===== config.mk =====
export PLATFORM = sky130hd
export DESIGN_NAME = backend_cmd_tx
export DESIGN_NICKNAME = d
export VERILOG_FILES = /design/src/rtl/backend_cmd_tx.sv
export SDC_FILE = /design/constraint.sdc
export NUM_CORES = 1
export LEC_CHECK = 0
export CORE_MARGIN = 4
export CORE_UTILIZATION = 56
export CTS_CLUSTER_DIAMETER = 50
export CTS_CLUSTER_SIZE = 40
export DETAILED_ROUTE_END_ITERATION = 10
export MAX_ROUTING_LAYER = met4
export PLACE_DENSITY = 0.85
export SLEW_MARGIN = 0
export SYNTH_ARGS = -nofsm -noshare
export SYNTH_HDL_FRONTEND = slang
export SYNTH_SLANG_ARGS = --single-unit

===== constraint.sdc =====
create_clock -name sys_clk -period 3 [get_ports sys_clk]
set_input_delay 0.6 -clock sys_clk [delete_from_list [all_inputs] [get_ports sys_clk]]
set_output_delay 0.6 -clock sys_clk [all_outputs]
set_load 0.005 [all_outputs]

===== src/rtl/backend_cmd_tx.sv =====
// Serial command framer: one line per backend channel, fixed-length MSB-first frames.
// Define BACKEND_CMD_TT_EN to insert an all-channel TT frame every TT_PERIOD frames.

module backend_cmd_lane #(
  parameter int                   CODE_BITS = 4,
  parameter logic [CODE_BITS-1:0] IDLE_CODE = 4'b1010
) (
  input  logic                 sys_clk,
  input  logic                 rst_n,
  input  logic                 soft_rst,
  input  logic                 load_i,
  input  logic [CODE_BITS-1:0] code_i,
  output logic                 line_o
);
  logic [CODE_BITS-1:0] sh_q, sh_d;

  always_comb begin
    sh_d = {sh_q[CODE_BITS-2:0], 1'b0};
    if (load_i) sh_d = code_i;
  end

  always_ff @(posedge sys_clk or negedge rst_n) begin
    if (!rst_n)        sh_q <= IDLE_CODE;
    else if (soft_rst) sh_q <= IDLE_CODE;
    else               sh_q <= sh_d;
  end

  assign line_o = sh_q[CODE_BITS-1];
endmodule

module backend_cmd_tx #(
  parameter int                   NBACKEND  = 4,
  parameter int                   CODE_BITS = 4,
  parameter logic [CODE_BITS-1:0] IDLE_CODE = 4'b1010,
  parameter logic [CODE_BITS-1:0] RST_CODE  = 4'b1100,
  parameter logic [CODE_BITS-1:0] TT_CODE   = 4'b1110,
  parameter logic [CODE_BITS-1:0] USER_CODE = 4'b1001,
  parameter int                   TT_PERIOD = 1024
) (
  input  logic                sys_clk,
  input  logic                rst_n,
  input  logic                soft_rst,
  input  logic                cmd_valid,
  output logic                cmd_ready,
  input  logic [1:0]          cmd_sel,
  input  logic [NBACKEND-1:0] cmd_mask,
  output logic                cmd_done,
  output logic                frame_strobe,
  output logic [NBACKEND-1:0] m_cmd,
  output logic [15:0]         cmd_count
);
  localparam int CW = (CODE_BITS > 1) ? $clog2(CODE_BITS) : 1;

  logic [CW-1:0]       bit_cnt_q, bit_cnt_d;
  logic                pending_q, pending_d;
  logic [1:0]          psel_q, psel_d;
  logic [NBACKEND-1:0] pmask_q, pmask_d;
  logic                done_q, done_d;
  logic                strobe_q, strobe_d;
  logic [15:0]         count_q, count_d;

  logic                boundary, accept, launch_cmd, launch_tt;
  logic [CODE_BITS-1:0] sel_code;
  logic [NBACKEND-1:0][CODE_BITS-1:0] lane_code;

  assign boundary   = (bit_cnt_q == '0);
  assign accept     = cmd_valid && !pending_q;
  assign launch_cmd = boundary && pending_q;

  always_comb begin
    sel_code = IDLE_CODE;
    case (psel_q)
      2'd0:    sel_code = RST_CODE;
      2'd1:    sel_code = TT_CODE;
      2'd2:    sel_code = USER_CODE;
      default: sel_code = IDLE_CODE;
    endcase
  end

`ifdef BACKEND_CMD_TT_EN
  localparam int FW = (TT_PERIOD > 2) ? $clog2(TT_PERIOD) : 1;

  logic [FW-1:0] frame_cnt_q, frame_cnt_d;
  logic          tt_due_q, tt_due_d;

  // A pending command wins the boundary; tt_due just waits while frame_cnt keeps running.
  always_comb begin
    frame_cnt_d = frame_cnt_q;
    tt_due_d    = tt_due_q;
    launch_tt   = boundary && !pending_q && tt_due_q;
    if (launch_tt) tt_due_d = 1'b0;
    if (boundary) begin
      if (frame_cnt_q == FW'(TT_PERIOD-1)) begin
        frame_cnt_d = '0;
        tt_due_d    = 1'b1;
      end else begin
        frame_cnt_d = frame_cnt_q + 1'b1;
      end
    end
  end

  always_ff @(posedge sys_clk or negedge rst_n) begin
    if (!rst_n) begin
      frame_cnt_q <= '0;
      tt_due_q    <= 1'b0;
    end else if (soft_rst) begin
      frame_cnt_q <= '0;
      tt_due_q    <= 1'b0;
    end else begin
      frame_cnt_q <= frame_cnt_d;
      tt_due_q    <= tt_due_d;
    end
  end
`else
  // No automatic TT; TT only goes out through cmd_sel=1.
  assign launch_tt = 1'b0 & (TT_PERIOD > 1);
`endif

  always_comb begin
    bit_cnt_d = boundary ? CW'(CODE_BITS-1) : bit_cnt_q - 1'b1;
    pending_d = pending_q;
    psel_d    = psel_q;
    pmask_d   = pmask_q;
    count_d   = count_q;
    done_d    = launch_cmd;
    strobe_d  = boundary;
    if (launch_cmd) begin
      pending_d = 1'b0;
      count_d   = count_q + 16'd1;
    end
    if (accept) begin
      pending_d = 1'b1;
      psel_d    = cmd_sel;
      pmask_d   = cmd_mask;
    end
  end

  always_ff @(posedge sys_clk or negedge rst_n) begin
    if (!rst_n) begin
      bit_cnt_q <= CW'(CODE_BITS-1);
      pending_q <= 1'b0;
      psel_q    <= 2'd0;
      pmask_q   <= '0;
      done_q    <= 1'b0;
      strobe_q  <= 1'b0;
      count_q   <= '0;
    end else if (soft_rst) begin
      bit_cnt_q <= CW'(CODE_BITS-1);
      pending_q <= 1'b0;
      psel_q    <= 2'd0;
      pmask_q   <= '0;
      done_q    <= 1'b0;
      strobe_q  <= 1'b0;
      count_q   <= '0;
    end else begin
      bit_cnt_q <= bit_cnt_d;
      pending_q <= pending_d;
      psel_q    <= psel_d;
      pmask_q   <= pmask_d;
      done_q    <= done_d;
      strobe_q  <= strobe_d;
      count_q   <= count_d;
    end
  end

  for (genvar i = 0; i < NBACKEND; i++) begin : g_lane
    assign lane_code[i] = launch_cmd ? (pmask_q[i] ? sel_code : IDLE_CODE)
                        : (launch_tt ? TT_CODE : IDLE_CODE);
    backend_cmd_lane #(
      .CODE_BITS (CODE_BITS),
      .IDLE_CODE (IDLE_CODE)
    ) u_lane (
      .sys_clk  (sys_clk),
      .rst_n    (rst_n),
      .soft_rst (soft_rst),
      .load_i   (boundary),
      .code_i   (lane_code[i]),
      .line_o   (m_cmd[i])
    );
  end

  assign cmd_ready    = ~pending_q;
  assign cmd_done     = done_q;
  assign frame_strobe = strobe_q;
  assign cmd_count    = count_q;
endmodule


== Yosys cells after proc, flatten, opt, wreduce, memory -nomap -nowiden ==
Cells that the tools add are included.

* Word-level logic and storage cells: 54
* Register bits: 43
* Input bits: 10

* Reductions and logical operators: 8
* Add/sub/neg operators: 2
* Bitwise operators: 1
* Mux-type cells: 30
* Equality and inequality tests: 2

{| class="wikitable"
|+ Operators by type and width
! operator !! count
|-
| 2-to-1 mux 4 bit || 14
|-
| 2-to-1 mux 16 bit || 2
|-
| adder 16 x 1 -> 16 bit (second input constant) || 1
|-
| 2-to-1 mux 3 bit || 4
|-
| one-hot mux 3 bit (3 select lines) || 1
|-
| 2-to-1 mux 2 bit || 4
|-
| 2-to-1 mux 1 bit || 5
|-
| zero test 2 bit || 2
|-
| nonzero test 2 bit || 2
|-
| nonzero test 3 bit || 1
|-
| == test 2 x 1 -> 1 bit (second input constant) || 1
|-
| == test 2 bit (second input constant) || 1
|-
| logical AND 1 bit || 2
|-
| subtractor 2 x 1 -> 2 bit (second input constant) || 1
|-
| zero test 1 bit || 1
|-
| inverter 1 bit || 1
|}

== Longest topological paths before layout ==
* Word-level depth: 6
* Mapped depth: 7
* Mapped depth without buffers: 6

== Hierarchy ==
A second synthesis with hierarchy kept.

* Cells, all modules: 185
* Area total of the unflattened synthesis: 1960.6 µm²

{| class="wikitable"
|+ By module, submodules not included
! module !! times used !! seq. area each (µm²) !! area each (µm²) !! cells an instance
|-
| backend_cmd_tx || 1 || 678.2 || 1330.0 || 141
|-
| backend_cmd_lane || 4 || 102.6 || 157.7 || 11
|}

== Worst setup path before layout ==
No wires, ideal clock.

* Path type: reg2reg
* From: register bit_cnt_q[0]
* To: register count_q[15] (netlist: cmd_count[15])
* Clock period less this slack: 1.726 ns
* Slack: 1.274 ns
* Cell stages (with the launch flop): 8
* Required time: 2.875 ns
* Arrival: 1.601 ns
* Cells stage by stage: dfstp_2 inv_1 ha_1 and4_1 buf_6 and2_4 nand3_1 mux2_4

* Longest elaborated chain between the ends: 3

{| class="wikitable"
|+ Ends and longest elaborated chain
! item !! line !! RTL
|-
| start: declaration || 54 || <nowiki>logic [CW-1:0] bit_cnt_q, bit_cnt_d;</nowiki>
|-
| start signal: assignment || 140 || <nowiki>bit_cnt_q <= CW'(CODE_BITS-1);</nowiki>
|-
| start signal: assignment || 148 || <nowiki>bit_cnt_q <= CW'(CODE_BITS-1);</nowiki>
|-
| start signal: assignment || 156 || <nowiki>bit_cnt_q <= bit_cnt_d;</nowiki>
|-
| zero test 2 bit || 66 || <nowiki>assign boundary = (bit_cnt_q == '0);</nowiki>
|-
| logical AND 1 bit || 68 || <nowiki>assign launch_cmd = boundary && pending_q;</nowiki>
|-
| nonzero test 2 bit (no source line) || n/a ||
|-
| end signal: assignment || 162 || <nowiki>count_q <= count_d;</nowiki>
|-
| end: declaration || 60 || <nowiki>logic [15:0] count_q, count_d;</nowiki>
|}

No other way between the ends.
A chain may end at the register's enable or synchronous reset.

== Final worst setup path ==
Same ends and word-level chain as after synthesis.

==> qor.yml <==
outcome:
  status: "finished clean"
clock_tree:
  clkLatencyLatePin_ps: 360
  cts_buffer_depth: 2
  cts_tree: "done"
  post_cts.repair.setup_buffers: 0
  cts.clk_slew.worst_paths_ps: 130
  htreeDepth: 2
  postCtsResizedCells: 0
  cts-buffers-inserted: 5
  root_buffer: "clkbuf_4"
  cts_sinks: 43
  hold_buffers: 0
die:
  die_h_um: 66.70
  coreArea_um2: 3337
  io_pins: 33
  die_x_um: 66.70
  dieArea_um2: 4448
  rows: 21
  start_util: 0.5782
min_path:
  min_path_type: "primary input to asynchronous set/reset pin"
detailed_routing:
  drt_iter0_markers: 45
  drcViolationCount: 0
  vias: 1354
  ant_nets: 0
  wl_um: 3496
  drt-wirelength-per-cell_um: 13.60
  vias_per_cell: 5.268
  dr.pass1.iters: 4
pwr:
  p_switching_mw: 0.2314
  seq_power_share: 0.624
  pwr-share-clk: 0.287
  p_per_area_nw_per_um2: 435.1
  p_leak_nw: 0.9915
  netSwitchingFraction: 0.2323
  ir_drop_v: 0.0003561
  intPower_mw: 0.7648
  p_comb_frac: 0.089
critical_path:
  critPathMaxStageDelay_ps: 620
  r2r_slack_ps: 800
  r2r_cells: 6
  timing.rr.start: "bit_cnt_q[0]"
  cp_cell_sequence: "inv_1 > ha_1 > and4_1 > and2_4 > nand3_1 > mux2_4"
  cp_slowest_cell: "ha_1"
  r2r_end: "cmd_count[15]"
  required_ps: 3260
  cp-end-kind: "flop"
  critPathMaxFanout: 23
  worstSetupPathType: "flop to flop"
  startpoint_type: "flop"
  critPathArrivalTime_ps: 2460
finish:
  nNetsFinal: 222
  syn_to_final_growth_pct: 18.68
  drive_above_1_share: 0.1232
  multi_input_area_um2: 738.2
  n_antenna_cell: 0
  fin_area_um2: 2290
  postLayoutCoreUtil: 0.6862
  n_fill_cell: 258
  register_area_um2: 1089
synthesis:
  ys_seq_area_frac: 0.5642
  synthTopCellsByCount: "dfrtp_1, nor2_1, nand2_1"
  synth_edf_count: 0
  syn_inst: 183
  synth_most_common_cell: "dfrtp_1"
  ys.flop_type: "dfrtp_1"
  synth_area_um2: 1929
  postSynthAreaPerCell_um2: 10.54
  async_flop_share: 1.000
  synth_area_leaders: "dfrtp_1, dfstp_2, nor2_1"
  syn-num-nets: 195
  ys_types: 35
  synth_top_area_frac: 0.4280
  ys_ff_latch: 43
  synth_top_area_cell: "dfrtp_1"
  synth_warnings: 0
sta:
  tns_ps: 0
  report.final.slew_viol_count: 0
  slew_headroom: 0.4002
  rsz0062_at_grt: "no"
  finClkSkew_ps: 16.90
  worst_pin_slew_ps: 899.6
  fmax_mhz: 453.8
  setup-violations-final: 0
  worst_slack_ps: 796.2
  hold_viol: 0
  period_share: 0.7346
  finalCriticalPeriod_ps: 2204
global_routing:
  grt_pass1_vias: 1344
  grt_max_degree: 44
  grt_usage: 0.1818
  grt_overflow: 0
  grt_pass1_wl_um: 5906
  antenna_found_initial: 0
placement:
  io_buffers: 32
  dp_slack_ps: 830.8
  gp_congestion: 0.8364
  hpwl_um: 2445
  placed_cell_area_um2: 2230
job:
  drv_cap: 0
-- flip-flops by register name (all words and copies together), names as in the netlist --
name / count
bit_cnt_q: 2
cmd_count: 16
frame_strobe: 1
cmd_done: 1
g_lane.u_lane.sh_q: 16
pending_q: 1
pmask_q: 4
psel_q: 2
-- metal layers --
metal  routed length, µm  up-vias  GRT usage
li1                    -      666          -
met1                1620      646     0.2307
met2                1648       36     0.2785
met3                 167        6    0.04216
met4                  59        0    0.08122
met5                   0        -          -
-- kinds of logic (layout without fill, tap and decap cells) --
kind of cell / Yosys count / after routing / share of synthesized area
AND/OR/NAND/NOR: 84 / 84 / 0.2322
flip-flops: 43 / 43 / 0.5642
buffers and inverters: 19 / 47 / 0.05317
AO/OA/AOI/OAI: 18 / 18 / 0.05318
XOR/XNOR: 10 / 10 / 0.04540
multiplexers: 7 / 7 / 0.03891
adder cells (fa/ha/maj): 2 / 2 / 0.01297
-- cell usage in the layout (no fill, tap or decap), types with 2 or more instances in the layout --
cell type,instances
dfrtp_1,33
clkdlybuf4s50_1,31
nor2_1,24
nand2_1,12
nand3_1,10
a21oi_1,10
dfstp_2,10
nand2b_1,7
nand4_1,7
xor2_1,7
inv_1,6
or3_1,6
mux2i_1,6
clkbuf_4,5
o22ai_1,4
and2_1,4
xnor2_1,3
and2_4,2
and4_1,2
a31o_1,2
o21ai_0,2
ha_1,2
-- area by class of cell --
type                            count  share of cell area
Sequential cell                    43              0.4754
Multi-Input combinational cell    121              0.3224
Timing Repair Buffer               33              0.1410
Tap cell                           46             0.02514
Clock buffer                        7             0.02404
Inverter                            6            0.009836
Clock inverter                      1            0.002186
-- stage by stage --
step / total power [mW] / hold WS, ps / cells
after floorplan: 0.6839 / 304.4 / 183
final: 0.9962 / 348.6 / 257
after global placement: 0.7172 / 415.3 / 249
after detailed placement: 0.7222 / 418.1 / 249
after global routing: 1.049 / 411.1 / 257
after CTS: 1.009 / 384.9 / 257
-- critical path: cells and delay by family, from the launching register on --
kind	cells	cell delay, ps
simple gates	3	750
flops	1	390
mux	1	300
buf+inv	1	50
fa+ha+maj	1	620
-- power by group through the flow --
| stage | registers [mW] | clock network, mW | logic (mW) |
|---|---|---|---|
| after global placement | 0.631 | 0 | 0.0866 |
| final | 0.621 | 0.286 | 0.0885 |
| after detailed placement | 0.632 | 0 | 0.0900 |
| after floorplan | 0.627 | 0 | 0.0570 |
| after global routing | 0.625 | 0.325 | 0.0988 |
| after CTS | 0.622 | 0.297 | 0.0902 |
-- how the worst max path moves through the flow --
stage	startpoint	end	cells past startpoint
2_1_floorplan	bit_cnt_q[0]	cmd_count[15]	7
3_3_place_gp	bit_cnt_q[0]	cmd_count[15]	6
3_5_place_dp	bit_cnt_q[0]	cmd_count[15]	6
4_1_cts	bit_cnt_q[0]	cmd_count[15]	6
5_1_grt	bit_cnt_q[0]	cmd_count[15]	6
6_report	bit_cnt_q[0]	cmd_count[15]	6
No activity file was read; power rests on OpenSTA's default activity.
